$ cat config.mk
export PLATFORM = sky130hd
export DESIGN_NAME = par_err_scan
export DESIGN_NICKNAME = d
export VERILOG_FILES = /design/src/rtl/par_err_scan.sv
export SDC_FILE = /design/constraint.sdc
export NUM_CORES = 1
export LEC_CHECK = 0
export ABC_CLOCK_PERIOD_IN_PS = 5300
export BUFFER_PORTS_ARGS = -buffer_cell sky130_fd_sc_hd__buf_2
export CAP_MARGIN = 20
export CORE_MARGIN = 1
export CORE_UTILIZATION = 61
export DETAILED_ROUTE_END_ITERATION = 16
export PLACE_DENSITY = 0.84
export SLEW_MARGIN = 20
export SYNTH_ARGS = -nofsm -noshare
export SYNTH_HDL_FRONTEND = slang
export SYNTH_SLANG_ARGS = --single-unit
$ cat constraint.sdc
create_clock -name clk -period 5.3 [get_ports clk]
set_input_delay 0.795 -clock clk [delete_from_list [all_inputs] [get_ports clk]]
set_output_delay 0.795 -clock clk [all_outputs]
set_load 0.01 [all_outputs]
$ cat src/rtl/par_err_scan.sv
// Snapshot parity scanner: it captures CH words and streams the words with bad parity, highest channel first.
// Defining PAR_ERR_SCAN_HIST_EN adds a sticky per-channel error history with a clear input.
module par_err_scan #(
    parameter int CH  = 8,
    parameter int W   = 4,
    parameter int ODD = 0
) (
    input  logic                    clk,
    input  logic                    rst,
    input  logic                    start,
    input  logic [CH*W-1:0]         din,
    output logic                    busy,
    output logic                    out_valid,
    input  logic                    out_ready,
    output logic [W-1:0]            out_data,
    output logic [$clog2(CH)-1:0]   out_idx,
    output logic                    err_any,
    output logic [$clog2(CH+1)-1:0] err_cnt,
`ifdef PAR_ERR_SCAN_HIST_EN
    input  logic                    hist_clr,
    output logic [CH-1:0]           err_hist,
`endif
    output logic                    done
);

    localparam int   IW      = $clog2(CH);
    localparam int   CW      = $clog2(CH+1);
    localparam logic ODD_BIT = (ODD != 0);

    typedef enum logic [1:0] {IDLE, SCAN, DONE} state_t;

    state_t          state, state_nxt;
    logic [CH*W-1:0] snap;
    logic [CH-1:0]   mask, mask_rem, err;
    logic            capture, xfer, last;

    function automatic logic [IW-1:0] msb(input logic [CH-1:0] m);
        logic [IW-1:0] r;
        r = '0;
        for (int unsigned i = 0; i < CH; i++)
            if (m[i]) r = IW'(i);
        return r;
    endfunction

    function automatic logic [W-1:0] word(input logic [CH*W-1:0] v, input logic [IW-1:0] k);
        logic [W-1:0] r;
        r = '0;
        for (int unsigned i = 0; i < CH; i++)
            if (IW'(i) == k) r = v[i*W +: W];
        return r;
    endfunction

    function automatic logic [CW-1:0] popcnt(input logic [CH-1:0] m);
        logic [CW-1:0] r;
        r = '0;
        for (int unsigned i = 0; i < CH; i++)
            r = r + CW'(m[i]);
        return r;
    endfunction

    always_comb begin
        err = '0;
        for (int unsigned k = 0; k < CH; k++)
            err[k] = (^din[k*W +: W]) ^ ODD_BIT;
    end

    // Mask with the presented channel removed; it decides the next index and the move to DONE.
    always_comb begin
        mask_rem          = mask;
        mask_rem[out_idx] = 1'b0;
        last              = (mask_rem == '0);
        capture           = (state == IDLE) && start;
        xfer              = (state == SCAN) && out_ready;
    end

    always_ff @(posedge clk or posedge rst) begin
        if (rst) state <= IDLE;
        else     state <= state_nxt;
    end

    always_comb begin
        state_nxt = state;
        busy      = (state != IDLE);
        out_valid = (state == SCAN);
        done      = (state == DONE);
        case (state)
            IDLE:    if (start) state_nxt = (|err) ? SCAN : DONE;
            SCAN:    if (out_ready && last) state_nxt = DONE;
            DONE:    state_nxt = IDLE;
            default: state_nxt = IDLE;
        endcase
    end

    // The next index and word are registered one edge ahead, so the outputs never come from logic.
    always_ff @(posedge clk or posedge rst) begin
        if (rst) begin
            snap     <= '0;
            mask     <= '0;
            err_cnt  <= '0;
            err_any  <= 1'b0;
            out_idx  <= '0;
            out_data <= '0;
        end else if (capture) begin
            snap     <= din;
            mask     <= err;
            err_cnt  <= popcnt(err);
            err_any  <= |err;
            out_idx  <= msb(err);
            out_data <= (|err) ? word(din, msb(err)) : '0;
        end else if (xfer) begin
            mask     <= mask_rem;
            out_idx  <= msb(mask_rem);
            out_data <= last ? '0 : word(snap, msb(mask_rem));
        end
    end

`ifdef PAR_ERR_SCAN_HIST_EN
    always_ff @(posedge clk or posedge rst) begin
        if (rst)          err_hist <= '0;
        else if (capture) err_hist <= (hist_clr ? '0 : err_hist) | err;
        else if (hist_clr) err_hist <= '0;
    end
`endif

endmodule

# After elaboration in Yosys (flattened, before gate mapping)
# Index checks and enable logic that the tools add are counted.
[classes]
addsub = 7
mul = 0
div = 0
n_lt_le_gt_ge = 2
eq_ne = 18
n_shift = 0
mux = 46
n_bitwise = 2
n_reduce_logical = 20
[ops]
columns = ["operator", "n"]
rows = [
  ["$mux W4", 20],
  ["$mux W3", 16],
  ["$reduce_xor A4 Y1", 8],
  ["$eq A3 B3 Y1 const A", 8],
  ["$add A4 B1 Y4", 4],
  ["$mux W8", 2],
  ["$eq A2 B3 Y1 const A", 4],
  ["$and A8 B8 Y8", 1],
  ["$logic_not A8 Y1", 1],
  ["$not A8 Y8", 1],
  ["$reduce_or A8 Y1", 1],
  ["$eq A1 B3 Y1 const A", 2],
  ["$logic_not A3 Y1", 2],
  ["$mux W2", 3],
  ["$add A3 B1 Y4", 1],
  ["$logic_and A1 B1 Y1", 4],
  ["$lt A3 B4 Y1 const B", 1],
  ["$pmux W2 S2", 1],
  ["$reduce_bool A2 Y1", 2],
  ["$add A2 B1 Y3", 1],
  ["$demux W1 S3", 1],
  ["$ge A3 B1 Y1 const B", 1],
  ["$mux W1", 3],
  ["$add A1 B1 Y2", 1],
  ["6 further kinds", 6],
]
[totals]
register_bits = 54
latchBits = 0
mem_bits_rw = 0
romBits = 0
in_bits = 36
out_inout_bits = 15
elab_cells = 102
n_memories = 0

# Logic depth before layout (Yosys ltp)
# Gate-level depths: netlist (run 1).
[depth]
word_depth = 27
ltp_mapped = 11
mapped_depth_nobuf = 11

# Worst setup path before layout (run 1)
# Ideal clock, no wire load.
[synth_path]
kind = "input to register"
startpoint = "in din[14]"
endpoint = "reg err_cnt[2]"
setup_ps = 135
t_arrival_ps = 3629
required_ps = 5165
slack_ps = 1536
path_stages = 11
n_path_buf = 0
path_cell_list = "xor2_1 xnor2_1 inv_1 fa_1 inv_1 fa_1 fa_1 ha_1 fa_1 xnor2_1 o21ai_0"
[synth_between]
elab_chain_cells = 6
[synth_rtl]
columns = ["element", "line", "source"]
rows = [
  ["from (decl)", "11", "input logic [CH*W-1:0] din,"],
  ["$reduce_xor A4 Y1", "64", "err[k] = (^din[k*W +: W]) ^ ODD_BIT;"],
  ["$add A3 B1 Y4", "57", "r = r + CW'(m[i]);"],
  ["$add A4 B1 Y4 (4 in a row)", "57", ""],
  ["to (signal assigned)", "106", "err_cnt <= popcnt(err);"],
  ["to (decl)", "18", "output logic [$clog2(CH+1)-1:0] err_cnt,"],
]
# No other way between the ends.
# A chain may end at the register's enable or synchronous reset.

# Final worst setup path (run 1)
# Ends and elaborated chain as after synthesis.

==> results of run 1 <==
[final timing paths]
path	start	endpoint	slack [ns]
setup / recovery	din[14]	err_cnt[2]	1.44
hold reg to reg	err_any	err_any	0.48
min in group asynchronous	rst	err_cnt[0]	0.57
max in group asynchronous	rst	snap[29]	4.27
hold / removal	err_any	err_any	0.48
setup reg to reg	out_idx[0]	out_data[3]	2.48
[state kept, by name, indices dropped and copies added (netlist names)]
name,flops
mask,8
state,2
out_data,4
err_cnt,4
snap,32
err_any,1
out_idx,3
[stage by stage]
step           hold slack (ns)  total power [uW]
2_1_floorplan            0.431              1780
3_3_place_gp             0.453              2100
3_5_place_dp             0.457              2150
4_1_cts                  0.477              2430
5_1_grt                  0.496              2650
6_report                 0.478              2470
[layout by cell type (no fill, tap or decap), types with 4 or more instances in the layout]
cell type and instances:
nand2_1 109, dfrtp_1 54, buf_2 50, o21ai_0 29, nor2_1 21, a21oi_1 21, xnor2_1 15, inv_1 15
nand2b_1 9, o211ai_1 8, o22ai_1 8, mux2i_1 6, xor2_1 5, nor3_1 5, clkbuf_8 5, and2_1 4
o221ai_1 4, nand3_1 4, inv_2 4, xor2_2 4, o21a_1 4, and3_1 4, fa_1 4, ha_1 4
[tightest hold or removal path, stage by stage, from the launching register on]
cell     delay [ns]
dfrtp_1        0.35
nand2_1        0.05
nand2_1        0.05
[metal layers]
| layer | global-route usage [%] | up-vias | part of all wire (%) |
|---|---|---|---|
| met3 | 5.37 | 36 | 8.6 |
| li1 | - | 1580 | - |
| met4 | 14.4 | 0 | 3.2 |
| met2 | 50.8 | 219 | 46 |
| met5 | 0 | - | 0 |
| met1 | 48.2 | 1653 | 42 |
[power by group]
| part | switching [uW] | internal [uW] | leakage [uW] |
|---|---|---|---|
| clock | 140 | 142 | 0.0000524 |
| combinational | 820 | 566 | 0.00118 |
| sequential | 194 | 605 | 0.000673 |
[cell type report]
class	instances	area [um2]	share of cell area [%]
clock buffers	7	76.3	1.89
clock inverters	1	30.0	0.745
inverters	20	77.6	1.92
multi-input cells	338	2130	52.9
flip-flops and latches	54	1350	33.5
well taps	72	90.1	2.24
repair buffers	53	273	6.77
[kinds of logic (layout without fill, tap and decap cells)]
group,Yosys count,in the layout,synth area share [%]
compound gates,110,110,20.5
buf+inv,40,81,4.69
mux,11,11,3.39
xor+xnor,25,25,7.02
simple gates,184,184,23.9
flops,54,54,37.0
fa+ha+maj,8,8,3.56
==> results.txt, run 1 <==
status: finished, final reports clean
layout cells sized above 1: 18.2%
Cell Pwr Density: 612 nW/um2
Max Fclk: 259 MHz
cell chain of the critical path: buf_2 -> xor2_1 -> xnor2_1 -> inv_1 -> fa_1 -> inv_1 -> fa_1 -> fa_1 -> ha_1 -> fa_1 -> xnor2_1 -> o21ai_0
antenna cells: 0
Final setup viols: 0
Syn. warnings: 0
Slowest Stage Delay on Critical Path: 0.53 ns
share of the synthesized area in the top cell type: 37.0%
initial antenna violation count: 0
Primary FF master, synth: dfrtp_1
Syn Nets: 476
Vias per Instance: 6.40
FF+latch count, synth: 54
Levels on crit path: 12
CTS root buf: clkbuf_8
Final Worst Setup Slack: 1.44 ns
postcts setup bufs: 0
Final Non-Filler Cells: 545
Tmin final: 3.86 ns
Buffers on Ports: 50
fin nets: 516
Core ar.: 5640 um2
Die H: 79.4 um
detailed router's first-iteration violation count: 445
post-synthesis area per instance: 8.46 um2
largest cells by area after synthesis: dfrtp_1 37%, nand2_1 11%, o21ai_0 4.0%
setup_tns: 0 ns
total number of vias: 3488
Max Root-Sink Buffers: 2
Die X: 79.4 um
endpoints failing hold: 0
dpl cells: 537
Worst Path Arrival: 4.06 ns
CTS sink cnt: 54
most frequent cell after synthesis: nand2_1
Setup CP Type: primary input to register
Data required, critical path: 5.50 ns
Max Cap Viol: 0
Post-synth top cells: 109 x nand2_1, 54 x dfrtp_1, 29 x o21ai_0
H-tree depth: 2
Slowest cell on crit path: fa_1
Pins Over Slew Limit: 0
largest net degree at the start of global routing: 55
normalized max-slew margin: 48.9%
Area Growth Syn to Fin: 10.3%
row count: 27
IR drop worst, VDD: 0.294 mV
Async S/R FF share, synth: 100%
Post-CTS Hold Buffers: 0
WL/cell: 17.7 um
WP buf/inv: 3
global-route wire length before repair: 16.2 mm
final core utilization: 71.4%
initial core utilization: 64.8%
Post-synth EDFFs: 0
Worst Setup End Kind: register
Worst-Margin Slew: 0.761 ns
final clock skew: 0.00743 ns
worst skew pair latency: 0.32 ns
post-synthesis cell count: 432
biggest area consumer among synthesized cells: dfrtp_1
total congestion overflow: 0
drt first pass iters: 5
final RePlAce weighted congestion: 0.935
Post-DRT Antenna Nets: 0
Post-CTS Resized: 0
Post-Syn Area: 3650 um2
WHS Path Cells: 2
Setup WS pre-CTS: 1.13 ns
fill count: 447
Reg clk slew, reported paths: 0.10 ns
Placed Instance Area: 3920 um2
Tightest Hold Check Type: register to register
Yosys cell types: 71
depth of the most critical reg-to-reg path: 7
CTS Buf Count: 5
Setup crit start kind: primary input
total wire length: 9.66 mm
most numerous cell on the critical path: fa_1
number of global-route vias before repair: 3338
DIE AREA: 6310 um2
critical path peak fanout: 6
num ports: 51
Seq/Total Area, Yosys: 37.0%
crit-path leading delay family: adder cells
CTS tree: yes
Tcrit/Tclk final: 72.8%
DRC viols: 0
Lkg Pwr: 0.00191 uW
post-route cell area: 4030 um2
Total GRT Usage: 33.7%
setup repair after global routing missed its margin: no
DPL Wire Length: 7.16 mm
Power figures use the tool's default switching activity.
==> inputs of run 2 (changes only) <==
--- a/config.mk
+++ b/config.mk
@@ -5,13 +5,13 @@
 export SDC_FILE = /design/constraint.sdc
 export NUM_CORES = 1
 export LEC_CHECK = 0
-export ABC_CLOCK_PERIOD_IN_PS = 5300
+export ABC_CLOCK_PERIOD_IN_PS = 3800
 export BUFFER_PORTS_ARGS = -buffer_cell sky130_fd_sc_hd__buf_2
 export CAP_MARGIN = 20
 export CORE_MARGIN = 1
-export CORE_UTILIZATION = 61
+export CORE_UTILIZATION = 58
 export DETAILED_ROUTE_END_ITERATION = 16
-export PLACE_DENSITY = 0.84
+export PLACE_DENSITY = 0.8
 export SLEW_MARGIN = 20
 export SYNTH_ARGS = -nofsm -noshare
 export SYNTH_HDL_FRONTEND = slang
==> constraint.sdc (replaced) <==
create_clock -name clk -period 3.8 [get_ports clk]
set_input_delay 0.57 -clock clk [delete_from_list [all_inputs] [get_ports clk]]
set_output_delay 0.57 -clock clk [all_outputs]
set_load 0.01 [all_outputs]
==> results.txt, run 2 (synthesis results as in run 1) <==
status: finished, final reports clean
most frequent cells in the layout: 109 x nand2_1, 54 x dfrtp_1, 50 x buf_2
final RePlAce weighted congestion: 0.962
Setup CP Type: primary input to register
final clock skew: 0.00431 ns
CTS tree: yes
total number of vias: 3476
most numerous cell on the critical path: fa_1
normalized max-slew margin: 38.3%
antenna cells: 0
Buffers on Ports: 50
initial antenna violation count: 0
Lkg Pwr: 0.00194 uW
Vias per Instance: 6.26
Pins Over Slew Limit: 0
Post-DRT Antenna Nets: 0
Max Root-Sink Buffers: 2
layout cells sized above 1: 19.6%
Reg clk slew, reported paths: 0.09 ns
DPL Wire Length: 7.40 mm
total wire length: 9.80 mm
DIE AREA: 6620 um2
cell chain of the critical path: buf_2 -> xor2_1 -> xnor2_1 -> inv_1 -> fa_1 -> inv_1 -> fa_1 -> fa_1 -> ha_1 -> fa_1 -> xnor2_1 -> o21ai_0
Tmin final: 3.34 ns
setup_tns: 0 ns
Hold WS: 0.335 ns
IR drop worst, VDD: 0.422 mV
setup repair after global routing missed its margin: no
Top Registers: snap x32, mask x8
fin nets: 523
Area Growth Syn to Fin: 11.3%
Biggest register: snap
Tightest Hold Check Type: primary input to asynchronous set/reset pin
Slowest cell on crit path: fa_1
Setup crit start kind: primary input
CTS sink cnt: 54
Worst Setup End Kind: register
post-route cell area: 4070 um2
Post-CTS Resized: 0
Tcrit/Tclk final: 87.8%
max reg flops: 32
Worst-Margin Slew: 0.924 ns
Placed Instance Area: 3980 um2
Final Worst Setup Slack: 0.463 ns
Total GRT Usage: 32.2%
Post-CTS Hold Buffers: 0
crit-path leading delay family: adder cells
commonest non-fill, non-tap cell in the layout: nand2_1
CTS root buf: clkbuf_8
total congestion overflow: 0
postcts setup bufs: 0
Final setup viols: 0
largest net degree at the start of global routing: 32
WL/cell: 17.7 um
Data required, critical path: 3.97 ns
worst skew pair latency: 0.32 ns
WP buf/inv: 3
number of global-route vias before repair: 3167
Max Fclk: 300 MHz
DRC viols: 0
global-route wire length before repair: 15.8 mm
Cell Pwr Density: 837 nW/um2
endpoints failing hold: 0
Max Cap Viol: 0
Setup WS pre-CTS: 0.126 ns
CTS Buf Count: 5
row count: 28
H-tree depth: 2
detailed router's first-iteration violation count: 382
num ports: 51
Die X: 81.4 um
Slowest Stage Delay on Critical Path: 0.54 ns
drt first pass iters: 7
critical path peak fanout: 3
Die H: 81.4 um
Worst Path Arrival: 3.51 ns
Core ar.: 5990 um2
initial core utilization: 61.0%
## run 2: area by class of cell
| cell class | instances | area, um2 |
|---|---|---|
| Multi-Input combinational cell | 338 | 2130 |
| Fill cell | 502 | 1920 |
| Sequential cell | 54 | 1350 |
| Timing Repair Buffer | 60 | 325 |
| Tap cell | 75 | 93.8 |
| Clock buffer | 7 | 86.3 |
| Inverter | 20 | 75.1 |
| Clock inverter | 1 | 5.00 |
## run 2: layer usage
metal | global-route usage (%) | vias up | part of all wire, %
met1 | 45.8 | 1647 | 42
met2 | 47.8 | 188 | 46
met4 | 12.7 | 0 | 3.3
met5 | 0 | - | 0
met3 | 6.40 | 36 | 9.1
li1 | - | 1605 | -
## run 2: report_power, final
group	total (uW)	leakage, uW	internal [uW]	switching (uW)
logic	1960	0.00122	809	1150
registers	1110	0.000673	844	264
clock network	340	0.0000482	148	193
## run 2: worst paths after layout
check,start,to,slack (ns),cells past startpoint
worst max-delay path,din[14],err_cnt[2],0.46,12
worst min-delay path,rst,mask[3],0.33,2
worst max register to register,out_idx[0],out_data[2],1.01,7
worst min register to register,err_cnt[0],err_cnt[0],0.48,2
max in group asynchronous,rst,snap[19],2.69,3
min in group clk,err_cnt[0],err_cnt[0],0.48,2
## run 2: stage by stage
stage	cells	utilization (%)	power, uW
final	555	67.9	3410
after global routing	555	67.9	3660
after CTS	555	67.9	3370
after detailed placement	547	66.4	3020
after global placement	547	66.4	2960
after floorplan	432	-	2490
==> inputs of run 3 (changes only) <==
--- a/config.mk
+++ b/config.mk
@@ -5,7 +5,7 @@
 export SDC_FILE = /design/constraint.sdc
 export NUM_CORES = 1
 export LEC_CHECK = 0
-export ABC_CLOCK_PERIOD_IN_PS = 3800
+export ABC_CLOCK_PERIOD_IN_PS = 3700
 export BUFFER_PORTS_ARGS = -buffer_cell sky130_fd_sc_hd__buf_2
 export CAP_MARGIN = 20
 export CORE_MARGIN = 1
==> constraint.sdc (replaced) <==
create_clock -name clk -period 3.7 [get_ports clk]
set_input_delay 0.555 -clock clk [delete_from_list [all_inputs] [get_ports clk]]
set_output_delay 0.555 -clock clk [all_outputs]
set_load 0.01 [all_outputs]
==> results.txt, run 3 (synthesis results as in run 1) <==
final clock skew: 0.00315 ns
Setup CP Type: primary input to register
Cell Pwr Density: 872 nW/um2
Worst Path Arrival: 3.50 ns
Tmin final: 3.26 ns
setup_tns: 0 ns
layout cells sized above 1: 19.5%
Biggest register: snap
setup repair after global routing missed its margin: no
Setup crit start kind: primary input
Pwr Total: 3570 uW
CTS tree: yes
CTS Buf Count: 5
normalized max-slew margin: 58.9%
DIE AREA: 6620 um2
IR drop worst, VDD: 0.448 mV
Max Root-Sink Buffers: 2
Reg clk slew, reported paths: 0.09 ns
Die X: 81.4 um
Buffers on Ports: 50
FF-to-FF setup slack: 0.92 ns
GR peak layer: met2
antenna cells: 0
Tightest Hold Check Type: primary input to asynchronous set/reset pin
DPL Wire Length: 7.55 mm
CTS root buf: clkbuf_8
R2R Path End: out_data[2]
DRC viols: 0
worst skew pair latency: 0.31 ns
Data required, critical path: 3.94 ns
total congestion overflow: 0
fill count: 500
Post-CTS Resized: 0
Lkg Pwr: 0.00195 uW
Global Route met3 Usage: 6.63%
Max Fclk: 307 MHz
total wire length: 10.1 mm
M2 GR Usage: 47.8%
initial core utilization: 61.0%
Pins Over Slew Limit: 0
number of global-route vias before repair: 3218
critical path peak fanout: 3
Die H: 81.4 um
detailed router's first-iteration violation count: 385
Max Cap Viol: 0
fin nets: 524
Post-CTS Hold Buffers: 0
commonest non-fill, non-tap cell in the layout: nand2_1
CTS sink cnt: 54
Total GRT Usage: 32.5%
H-tree depth: 2
postcts setup bufs: 0
Worst-Margin Slew: 0.616 ns
drt first pass iters: 6
final RePlAce weighted congestion: 1.00
Top Registers: snap x32, mask x8
Tcrit/Tclk final: 88.1%
WL/cell: 18.2 um
Post-DRT Antenna Nets: 0
Area Growth Syn to Fin: 11.9%
Vias per Instance: 6.24
most frequent cells in the layout: 109 x nand2_1, 54 x dfrtp_1, 50 x buf_2
Final setup viols: 0
met1 Track Usage GR: 46.0%
reg2reg start: out_idx[0]
row count: 28
global-route wire length before repair: 16.0 mm
status: finished, final reports clean
total number of vias: 3471
num ports: 51
max reg flops: 32
Core ar.: 5990 um2
largest net degree at the start of global routing: 43
depth of the most critical reg-to-reg path: 7
endpoints failing hold: 0
initial antenna violation count: 0
Worst Setup End Kind: register
==> run 3: cell count changes in the layout (fill, tap and decap cells not counted), sizes merged <==
cell    before  now
bufinv       0    1
buf         60   61
clkinv       1    0
==> run 3: final cells by class <==
type	count	area, um2	area share (%)
flip-flops and latches	54	1350	33.0
multi-input cells	338	2130	52.1
clock inverters	1	30.0	0.734
repair buffers	61	333	8.13
clock buffers	7	76.3	1.87
well taps	75	93.8	2.29
inverters	20	75.1	1.83
==> run 3: how the worst max path moves through the flow <==
stage / from / end / slack [ns]
6_report: din[14] / err_cnt[2] / 0.44
5_1_grt: din[2] / err_cnt[2] / 0.28
2_1_floorplan: din[14] / err_cnt[2] / 0.18
3_5_place_dp: din[2] / err_cnt[2] / 0.11
4_1_cts: din[2] / err_cnt[2] / 0.43
3_3_place_gp: din[14] / err_cnt[2] / 0.19
==> run 3: layer usage <==
layer	routed length (um)	part of all wire (%)
met1	4260	42
met2	4540	45
met3	1020	10
met4	327	3.2
met5	0	0
==> run 3: power by group <==
| group | switching, uW | internal, uW |
|---|---|---|
| Combinational | 1190 | 831 |
| Clock | 196 | 203 |
| Sequential | 282 | 867 |
| Total | 1670 | 1900 |
==> run 3: stage by stage <==
stage | worst slack [ns] | utilization [%] | hold slack (ns) | cell area [um2] | instances
after global routing | 0.284 | 68.3 | 0.351 | 4090 | 556
final | 0.439 | 68.3 | 0.300 | 4090 | 556
after detailed placement | 0.111 | 66.5 | 0.455 | 3990 | 548
after global placement | 0.186 | 66.5 | 0.453 | 3990 | 548
after floorplan | 0.176 | - | 0.431 | 3650 | 432
after CTS | 0.433 | 68.3 | 0.325 | 4090 | 556
==> run 3: critical path, cell delays in order <==
cell	delay (ns)
buf_2	0.12
xor2_1	0.16
xnor2_1	0.22
inv_1	0.11
fa_1	0.49
inv_1	0.05
fa_1	0.51
fa_1	0.41
ha_1	0.22
fa_1	0.38
xnor2_1	0.13
o21ai_0	0.13
